## config.mk

```make
export PLATFORM = sky130hd
export DESIGN_NAME = bus_arbiter_rr_flat
export DESIGN_NICKNAME = d
export VERILOG_FILES = /design/src/rtl/bus_arbiter_pkg.sv /design/src/rtl/bus_arbiter_rr_if.sv /design/src/rtl/rr_priority_picker.sv /design/src/rtl/bus_arbiter_rr.sv /design/src/flat_wrapper.sv
export SDC_FILE = /design/constraint.sdc
export NUM_CORES = 1
export LEC_CHECK = 0
export ABC_CLOCK_PERIOD_IN_PS = 1600
export CAP_MARGIN = 20
export CORE_AREA = 5 5 239 241
export CTS_CLUSTER_DIAMETER = 30
export CTS_CLUSTER_SIZE = 14
export DETAILED_ROUTE_END_ITERATION = 8
export DIE_AREA = 0 0 244 246
export SYNTH_ARGS = -nofsm -noshare
export SYNTH_HDL_FRONTEND = slang
export SYNTH_SLANG_ARGS = --single-unit
```

## constraint.sdc

```tcl
create_clock -name clk -period 1.6 [get_ports clk]
set_clock_uncertainty 0.05 [all_clocks]
set_input_delay 0.48 -clock clk [delete_from_list [all_inputs] [get_ports clk]]
set_output_delay 0.48 -clock clk [all_outputs]
set_load 0.01 [all_outputs]
```

## src/rtl/bus_arbiter_pkg.sv

```systemverilog
// Shared types and helpers for the round-robin / fixed-priority bus arbiter.
//   arb_state_e       : arbiter FSM state (ARB_IDLE, ARB_BUSY)
//   PRIO_ROUND_ROBIN  : PRIORITY_MODE value for rotating priority
//   PRIO_FIXED        : PRIORITY_MODE value for lowest-index-wins priority
//   grant_width()     : bits needed to hold a master index, never less than 1
package bus_arbiter_pkg;

    typedef enum logic {
        ARB_IDLE = 1'b0,
        ARB_BUSY = 1'b1
    } arb_state_e;

    localparam int PRIO_ROUND_ROBIN = 0;
    localparam int PRIO_FIXED       = 1;

    function automatic int grant_width(input int num_masters);
        return (num_masters > 2) ? $clog2(num_masters) : 1;
    endfunction

endpackage

```

## src/rtl/bus_arbiter_rr_if.sv

```systemverilog
// Bundle of the arbiter's request-side and slave-side bus signals.
//   m_*_in / m_*_out : per-master request payload and completion, master i at slice i
//   *_out / *_in     : single downstream slave bus
// Modports:
//   master : arbiter view (it is the bus master of the downstream slave)
//   slave  : environment view (requesting masters plus the memory/peripheral slave)
// Handshake: a master raises read and/or write with a stable payload and holds
// it until its m_ready_out bit strobes for one cycle; the slave completes the
// granted transfer by raising ready_in, with read_value_in valid in that cycle.
interface bus_arbiter_rr_if #(
    parameter int NUM_MASTERS = 2,
    parameter int ADDR_WIDTH  = 64,
    parameter int DATA_WIDTH  = 64,
    parameter int MASK_WIDTH  = DATA_WIDTH / 8
);
    logic [NUM_MASTERS*ADDR_WIDTH-1:0] m_address_in;
    logic [NUM_MASTERS-1:0]            m_read_in;
    logic [NUM_MASTERS-1:0]            m_write_in;
    logic [NUM_MASTERS*MASK_WIDTH-1:0] m_write_mask_in;
    logic [NUM_MASTERS*DATA_WIDTH-1:0] m_write_value_in;
    logic [NUM_MASTERS*DATA_WIDTH-1:0] m_read_value_out;
    logic [NUM_MASTERS-1:0]            m_ready_out;

    logic [ADDR_WIDTH-1:0]             address_out;
    logic                              read_out;
    logic                              write_out;
    logic [MASK_WIDTH-1:0]             write_mask_out;
    logic [DATA_WIDTH-1:0]             write_value_out;
    logic [DATA_WIDTH-1:0]             read_value_in;
    logic                              ready_in;

    modport master (
        input  m_address_in, m_read_in, m_write_in, m_write_mask_in, m_write_value_in,
        input  read_value_in, ready_in,
        output m_read_value_out, m_ready_out,
        output address_out, read_out, write_out, write_mask_out, write_value_out
    );

    modport slave (
        output m_address_in, m_read_in, m_write_in, m_write_mask_in, m_write_value_in,
        output read_value_in, ready_in,
        input  m_read_value_out, m_ready_out,
        input  address_out, read_out, write_out, write_mask_out, write_value_out
    );

endinterface

```

## src/rtl/rr_priority_picker.sv

```systemverilog
// Combinational priority picker, reusable by any rotating or fixed arbiter.
//   req        : request vector, bit i = requester i
//   start_ptr  : first index considered in rotating mode (must be < NUM_REQ)
//   fixed_mode : 1 = lowest requesting index wins, start_ptr ignored
//   winner     : index of the chosen requester (0 when none)
//   any_req    : at least one request is present
module rr_priority_picker #(
    parameter int NUM_REQ = 2,
    parameter int GW      = 1
) (
    input  logic [NUM_REQ-1:0] req,
    input  logic [GW-1:0]      start_ptr,
    input  logic               fixed_mode,
    output logic [GW-1:0]      winner,
    output logic               any_req
);
    logic [GW-1:0] start;
    logic [GW-1:0] winner_hi;
    logic [GW-1:0] winner_lo;
    logic          hit_hi;

    assign start   = fixed_mode ? '0 : start_ptr;
    assign any_req = |req;

    // Scan high to low so the lowest qualifying index is the last one written.
    // winner_hi covers indices at or above start; winner_lo is the wrap-around.
    always_comb begin
        winner_hi = '0;
        winner_lo = '0;
        hit_hi    = 1'b0;
        for (int i = NUM_REQ - 1; i >= 0; i--) begin
            if (req[i]) begin
                winner_lo = GW'(i);
                if (i >= int'(start)) begin
                    winner_hi = GW'(i);
                    hit_hi    = 1'b1;
                end
            end
        end
        winner = hit_hi ? winner_hi : winner_lo;
    end

endmodule

```

## src/rtl/bus_arbiter_rr.sv

```systemverilog
// N-master, single-slave memory bus arbiter with a grant held across
// multi-cycle slave transactions.
//   clk, reset : clock and synchronous active-high reset
//   bus        : request side and slave side signals (bus_arbiter_rr_if.master)
//   state_dbg  : current FSM state
//   grant_dbg  : registered grant index
//   rr_ptr_dbg : round-robin start pointer
// In BUSY the slave bus is a combinational mux of the granted master, so a
// master that drops its request takes the slave strobes down in the same cycle
// and the arbiter returns to IDLE without a completion strobe.
module bus_arbiter_rr
    import bus_arbiter_pkg::*;
#(
    parameter int  NUM_MASTERS   = 2,
    parameter int  ADDR_WIDTH    = 64,
    parameter int  DATA_WIDTH    = 64,
    parameter int  MASK_WIDTH    = DATA_WIDTH / 8,
    parameter int  PRIORITY_MODE = PRIO_ROUND_ROBIN,
    localparam int GW            = grant_width(NUM_MASTERS)
) (
    input  logic             clk,
    input  logic             reset,
    bus_arbiter_rr_if.master bus,
    output arb_state_e       state_dbg,
    output logic [GW-1:0]    grant_dbg,
    output logic [GW-1:0]    rr_ptr_dbg
);
    arb_state_e             state;
    logic [GW-1:0]          grant;
    logic [GW-1:0]          rr_ptr;
    logic [GW-1:0]          winner;
    logic                   any_req;
    logic                   grant_req;
    logic [NUM_MASTERS-1:0] req;

    assign req = bus.m_read_in | bus.m_write_in;

    rr_priority_picker #(
        .NUM_REQ (NUM_MASTERS),
        .GW      (GW)
    ) u_picker (
        .req        (req),
        .start_ptr  (rr_ptr),
        .fixed_mode (PRIORITY_MODE == PRIO_FIXED),
        .winner     (winner),
        .any_req    (any_req)
    );

    // Request line of the currently granted master; loop keeps the select in range.
    always_comb begin
        grant_req = 1'b0;
        for (int i = 0; i < NUM_MASTERS; i++) begin
            if (GW'(i) == grant) grant_req = req[i];
        end
    end

    always_ff @(posedge clk) begin
        if (reset) begin
            state  <= ARB_IDLE;
            grant  <= '0;
            rr_ptr <= '0;
        end else begin
            case (state)
                ARB_IDLE: begin
                    if (any_req) begin
                        grant <= winner;
                        state <= ARB_BUSY;
                    end
                end
                ARB_BUSY: begin
                    if (!grant_req) begin
                        // Abort: no completion, pointer keeps its value.
                        state <= ARB_IDLE;
                    end else if (bus.ready_in) begin
                        state <= ARB_IDLE;
                        if (PRIORITY_MODE == PRIO_ROUND_ROBIN) begin
                            rr_ptr <= (grant == GW'(NUM_MASTERS - 1)) ? '0 : grant + 1'b1;
                        end
                    end
                end
                default: state <= ARB_IDLE;
            endcase
        end
    end

    always_comb begin
        bus.address_out      = '0;
        bus.read_out         = 1'b0;
        bus.write_out        = 1'b0;
        bus.write_mask_out   = '0;
        bus.write_value_out  = '0;
        bus.m_read_value_out = '0;
        bus.m_ready_out      = '0;
        if (state == ARB_BUSY) begin
            for (int i = 0; i < NUM_MASTERS; i++) begin
                if (GW'(i) == grant) begin
                    bus.address_out     = bus.m_address_in[i*ADDR_WIDTH +: ADDR_WIDTH];
                    bus.read_out        = bus.m_read_in[i];
                    bus.write_out       = bus.m_write_in[i];
                    bus.write_mask_out  = bus.m_write_mask_in[i*MASK_WIDTH +: MASK_WIDTH];
                    bus.write_value_out = bus.m_write_value_in[i*DATA_WIDTH +: DATA_WIDTH];
                    bus.m_read_value_out[i*DATA_WIDTH +: DATA_WIDTH] = bus.read_value_in;
                    bus.m_ready_out[i]  = req[i] & bus.ready_in;
                end
            end
        end
    end

    assign state_dbg  = state;
    assign grant_dbg  = grant;
    assign rr_ptr_dbg = rr_ptr;

endmodule
```

## src/flat_wrapper.sv

```systemverilog
// flat-port wrapper written by rule: the top's interface ports become plain ports
module bus_arbiter_rr_flat import bus_arbiter_pkg::*;
#(
    parameter int  NUM_MASTERS   = 2,
    parameter int  ADDR_WIDTH    = 64,
    parameter int  DATA_WIDTH    = 64,
    parameter int  MASK_WIDTH    = DATA_WIDTH / 8,
    parameter int  PRIORITY_MODE = PRIO_ROUND_ROBIN,
    localparam int GW            = grant_width(NUM_MASTERS)
)
  (clk, reset, state_dbg, grant_dbg, rr_ptr_dbg, bus_m_address_in, bus_m_read_in, bus_m_write_in, bus_m_write_mask_in, bus_m_write_value_in, bus_read_value_in, bus_ready_in, bus_m_read_value_out, bus_m_ready_out, bus_address_out, bus_read_out, bus_write_out, bus_write_mask_out, bus_write_value_out);
  bus_arbiter_rr_if #(.NUM_MASTERS(NUM_MASTERS), .ADDR_WIDTH(ADDR_WIDTH), .DATA_WIDTH(DATA_WIDTH), .MASK_WIDTH(MASK_WIDTH)) bus_i ();
  input  logic clk;
  input  logic reset;
  output arb_state_e state_dbg;
  output logic [GW-1:0] grant_dbg;
  output logic [GW-1:0] rr_ptr_dbg;
  input wire logic [$bits(bus_i.m_address_in)-1:0] bus_m_address_in;
  input wire logic [$bits(bus_i.m_read_in)-1:0] bus_m_read_in;
  input wire logic [$bits(bus_i.m_write_in)-1:0] bus_m_write_in;
  input wire logic [$bits(bus_i.m_write_mask_in)-1:0] bus_m_write_mask_in;
  input wire logic [$bits(bus_i.m_write_value_in)-1:0] bus_m_write_value_in;
  input wire logic [$bits(bus_i.read_value_in)-1:0] bus_read_value_in;
  input wire logic [$bits(bus_i.ready_in)-1:0] bus_ready_in;
  output wire logic [$bits(bus_i.m_read_value_out)-1:0] bus_m_read_value_out;
  output wire logic [$bits(bus_i.m_ready_out)-1:0] bus_m_ready_out;
  output wire logic [$bits(bus_i.address_out)-1:0] bus_address_out;
  output wire logic [$bits(bus_i.read_out)-1:0] bus_read_out;
  output wire logic [$bits(bus_i.write_out)-1:0] bus_write_out;
  output wire logic [$bits(bus_i.write_mask_out)-1:0] bus_write_mask_out;
  output wire logic [$bits(bus_i.write_value_out)-1:0] bus_write_value_out;
  assign bus_i.m_address_in = bus_m_address_in;
  assign bus_i.m_read_in = bus_m_read_in;
  assign bus_i.m_write_in = bus_m_write_in;
  assign bus_i.m_write_mask_in = bus_m_write_mask_in;
  assign bus_i.m_write_value_in = bus_m_write_value_in;
  assign bus_i.read_value_in = bus_read_value_in;
  assign bus_i.ready_in = bus_ready_in;
  assign bus_m_read_value_out = bus_i.m_read_value_out;
  assign bus_m_ready_out = bus_i.m_ready_out;
  assign bus_address_out = bus_i.address_out;
  assign bus_read_out = bus_i.read_out;
  assign bus_write_out = bus_i.write_out;
  assign bus_write_mask_out = bus_i.write_mask_out;
  assign bus_write_value_out = bus_i.write_value_out;
  bus_arbiter_rr #(.NUM_MASTERS(NUM_MASTERS), .ADDR_WIDTH(ADDR_WIDTH), .DATA_WIDTH(DATA_WIDTH), .MASK_WIDTH(MASK_WIDTH), .PRIORITY_MODE(PRIORITY_MODE)) u_core (.clk(clk), .reset(reset), .bus(bus_i), .state_dbg(state_dbg), .grant_dbg(grant_dbg), .rr_ptr_dbg(rr_ptr_dbg));
endmodule
```

==> out/qor.csv <==
stage;metric;value;unit
power_and_ir_drop;sw frac;36.6;%
setup_path;arrival time at the worst endpoint;1.67;ns
setup_path;CP max-delay cell;dfxtp_4;
cts;maximum clock insertion buffer count;2;
cts;TritonCTS Buffers;3;
timing;Fmax achieved;454;MHz
drt;via count;6393;
outcome;failing checks;negative setup slack;
placement;DP Cell Count;1809;
die;core area;0.0547;mm²
timing;final hold vios;0;
setup_path;WP buf/inv;6;
grt;initial antenna violation count;1;
final_layout;Area growth syn-to-layout;250;%
setup_path;Worst setup EP type;primary output;
setup_path;CP top delay family;buffers and inverters;
drt;Iteration-0 DRC Markers;177;
setup_path;crit path max fanout;7;
drt;vias per cell;3.34;
placement;gpl congestion;0.926;
synthesis;leading area contributor after synthesis;mux2i_1;
timing;Slew headroom;74.0;%
cts;Root Buffer;clkbuf_16;
die;Die X-Extent;244;µm
worst_hold_path;min-delay worst type;flip-flop to flip-flop;
setup_path;Critical Path Stages;8;
final_layout;fill count;6083;
synthesis;cell count after synthesis;476;
timing;worst slew pin tran;0.390;ns
drt;drc violations;0;
synthesis;Yosys top cell area share;42.2;%
job;max_cap viols;0;
final_layout;Final nets;1552;
power_and_ir_drop;net switching power;1.46;mW
worst_hold_path;WHS Path Cells;2;
cts;Clock Sinks;3;
cts;clock-pin slew on the worst setup and hold paths;0.03;ns
die;Die Y;246;µm
synthesis;Mapped Area;0.00327;mm²
synthesis;Seq/Total Area, Yosys;1.84;%
timing;final-report max-slew violation count;0;
drt;DRT Pass-1 Iters;4;
setup_path;Crit Path Class;flip-flop to primary output;
synthesis;YS warnings;0;
setup_path;Reg-to-Reg End;u_core.rr_ptr_dbg;
grt;largest net degree at the start of global routing;32;
cts;Max H-tree Level;1;
power_and_ir_drop;leakage;5.23;nW
power_and_ir_drop;peak supply drop;250;µV
die;die area;0.0600;mm²
worst_hold_path;worst min-delay path endpoint;u_core.rr_ptr_dbg;
grt;Overflow after GRT;0;
synthesis;largest cells by area after synthesis;mux2i_1, nor2_1, and2_1;
timing;min Tclk post-route;2.20;ns
setup_path;CP cell instances;buf_12, buf_16, nor2b_4, buf_8, buf_12, buf_6, and2_4, buf_6;
drt;routed len/inst;16.4;µm
power_and_ir_drop;Seq pwr share;2.4;%
placement;final HPWL from detailed placement;23000;µm
final_layout;fin cells;1912;
die;Core Rows;86;
power_and_ir_drop;pwr dens;348;mW/mm²
final_layout;share of layout cells above drive strength 1;42.1;%
cts;Clock Latency Late Sink;0.22;ns
outcome;status;finished, violations left;
synthesis;Syn Area/Cell;6.87;µm²
die;Initial Util;5.99;%
cts;CTS tree;yes;
synthesis;Net Count, Synth;819;
grt;vias in the first global route;6807;
setup_path;r2r setup slk;0.04;ns
synthesis;FF+latch count, synth;3;
setup_path;crit path from;u_core.grant_dbg;
timing;worst hold margin;0.484;ns
placement;I/O Buffers;613;
final_layout;Diodes inserted;0;
timing;Final Cycle Share;138;%
cts;Post-CTS Hold Fix Bufs;0;
timing;RSZ-0062 raised after global routing;true;
setup_path;CP required;1.07;ns
setup_path;FF-to-FF path depth;7;
setup_path;Worst Setup Start Kind;flip-flop;
power_and_ir_drop;P_int;2.53;mW
drt;post-route ant nets;0;
grt;first-pass GRT wire length;41000;µm
setup_path;Critical R2R Launch;u_core.grant_dbg;
setup_path;slowest stage delay, CP;0.36;ns
worst_hold_path;hold_sp;u_core.rr_ptr_dbg;
drt;Detailed Route WL;31300;µm
timing;Final Setup Violations;272;
grt;GRT Total Usage;8.72;%
power_and_ir_drop;clock power share;10.0;%
synthesis;Cell variety after synth;24;
timing;setup ws final;-0.602;ns
die;I/O pins;614;
power_and_ir_drop;combinational power share;87.7;%
-- cell usage in the layout (no fill, tap or decap), drive strengths merged, types with 3 or more instances in the layout --
cell / synthesis / layout
clkdlybuf4s50: 0 / 334
and2: 64 / 64
dlymetal6s2s: 0 / 9
and3: 64 / 64
clkbuf: 27 / 90
mux2i: 138 / 138
dfxtp: 3 / 3
dlygate4sd2: 0 / 3
nor2: 142 / 142
buf: 25 / 346
-- worst register-to-register path, stage by stage, from the launching register on --
cell and delay, ns:
dfxtp_4 0.36, buf_12 0.13, buf_16 0.14, nor2b_4 0.18
buf_12 0.15, nand2_1 0.10, buf_4 0.15, o32ai_1 0.20
-- per-stage QoR --
step / utilization (%) / TNS, ns / cell area (µm²) / power, mW / setup slack (ns)
after floorplan: - / -0.569 / 3280 / 1.12 / -0.00711
after global placement: 19.3 / -156.91 / 10500 / 3.11 / -0.769
after detailed placement: 19.3 / -158.61 / 10500 / 3.13 / -0.775
after CTS: 20.5 / -153.56 / 11200 / 3.78 / -0.788
after global routing: 20.9 / -136.25 / 11400 / 4.22 / -0.672
final: 20.9 / -121.16 / 11400 / 3.99 / -0.602
-- routing by layer --
layer  wire (µm)  global-route usage (%)  share of wire, %  vias to the layer above
li1            -                       -                 -                     3073
met4         694                    2.02               2.2                        0
met3        2310                    2.18               7.4                       32
met2       16300                    16.9                52                      371
met5           0                       0                 0                        -
met1       12000                    9.47                38                     2917
-- state kept, by name, summed over array words and instances (netlist names) --
register,cells
u_core.grant_dbg,1
u_core.rr_ptr_dbg,1
u_core.state_dbg,1
-- what timing repair did --
item,CTS,global route
pin swaps,8,25
endpoints found under the setup margin,271,272
gates resized for setup,666,531
gates cloned,10,9
setup buffers,52,45
-- how the worst max path moves through the flow --
stage	endpoint
floorplan	bus_address_out[42]
global placement	bus_m_ready_out[0]
detailed placement	bus_address_out[22]
CTS	bus_address_out[37]
global route	bus_address_out[25]
finish	bus_m_read_value_out[46]
-- synth_stat cells (all sizes together) --
cell type,count
o32ai,1
buf,25
mux2i,138
nand2,1
o21ai,1
clkbuf,27
nor2b,1
and2,64
nand2b,1
dfxtp,3
nor2,142
a21o,1
a211o,1
and3,64
nand3,1
nor3,1
o221ai,1
a21oi,2
inv,1
-- cells by family after synthesis --
logic type	count (synthesis)	synth area share, %
compound gates	7	1.49
mux	138	42.2
flops	3	1.84
simple gates	275	41.8
buf+inv	53	12.7
-- power by group through the flow --
| stage | clock network [mW] | registers [mW] | logic [mW] |
|---|---|---|---|
| CTS | 0.403 | 0.0963 | 3.28 |
| finish | 0.397 | 0.0938 | 3.50 |
| floorplan | 0 | 0.0906 | 1.03 |
| global placement | 0 | 0.0921 | 3.02 |
| global route | 0.410 | 0.0954 | 3.72 |
| detailed placement | 0 | 0.0918 | 3.04 |
-- area by class of cell --
| type | instances | area [µm²] | area share, % |
|---|---|---|---|
| Clock buffer | 4 | 78.8 | 0.689 |
| Inverter | 1 | 6.26 | 0.0547 |
| Multi-Input combinational cell | 420 | 3140 | 27.5 |
| Sequential cell | 3 | 67.6 | 0.591 |
| Tap cell | 704 | 881 | 7.70 |
| Timing Repair Buffer | 780 | 7260 | 63.5 |
Note: power is estimated with default switching activity, not from simulation.
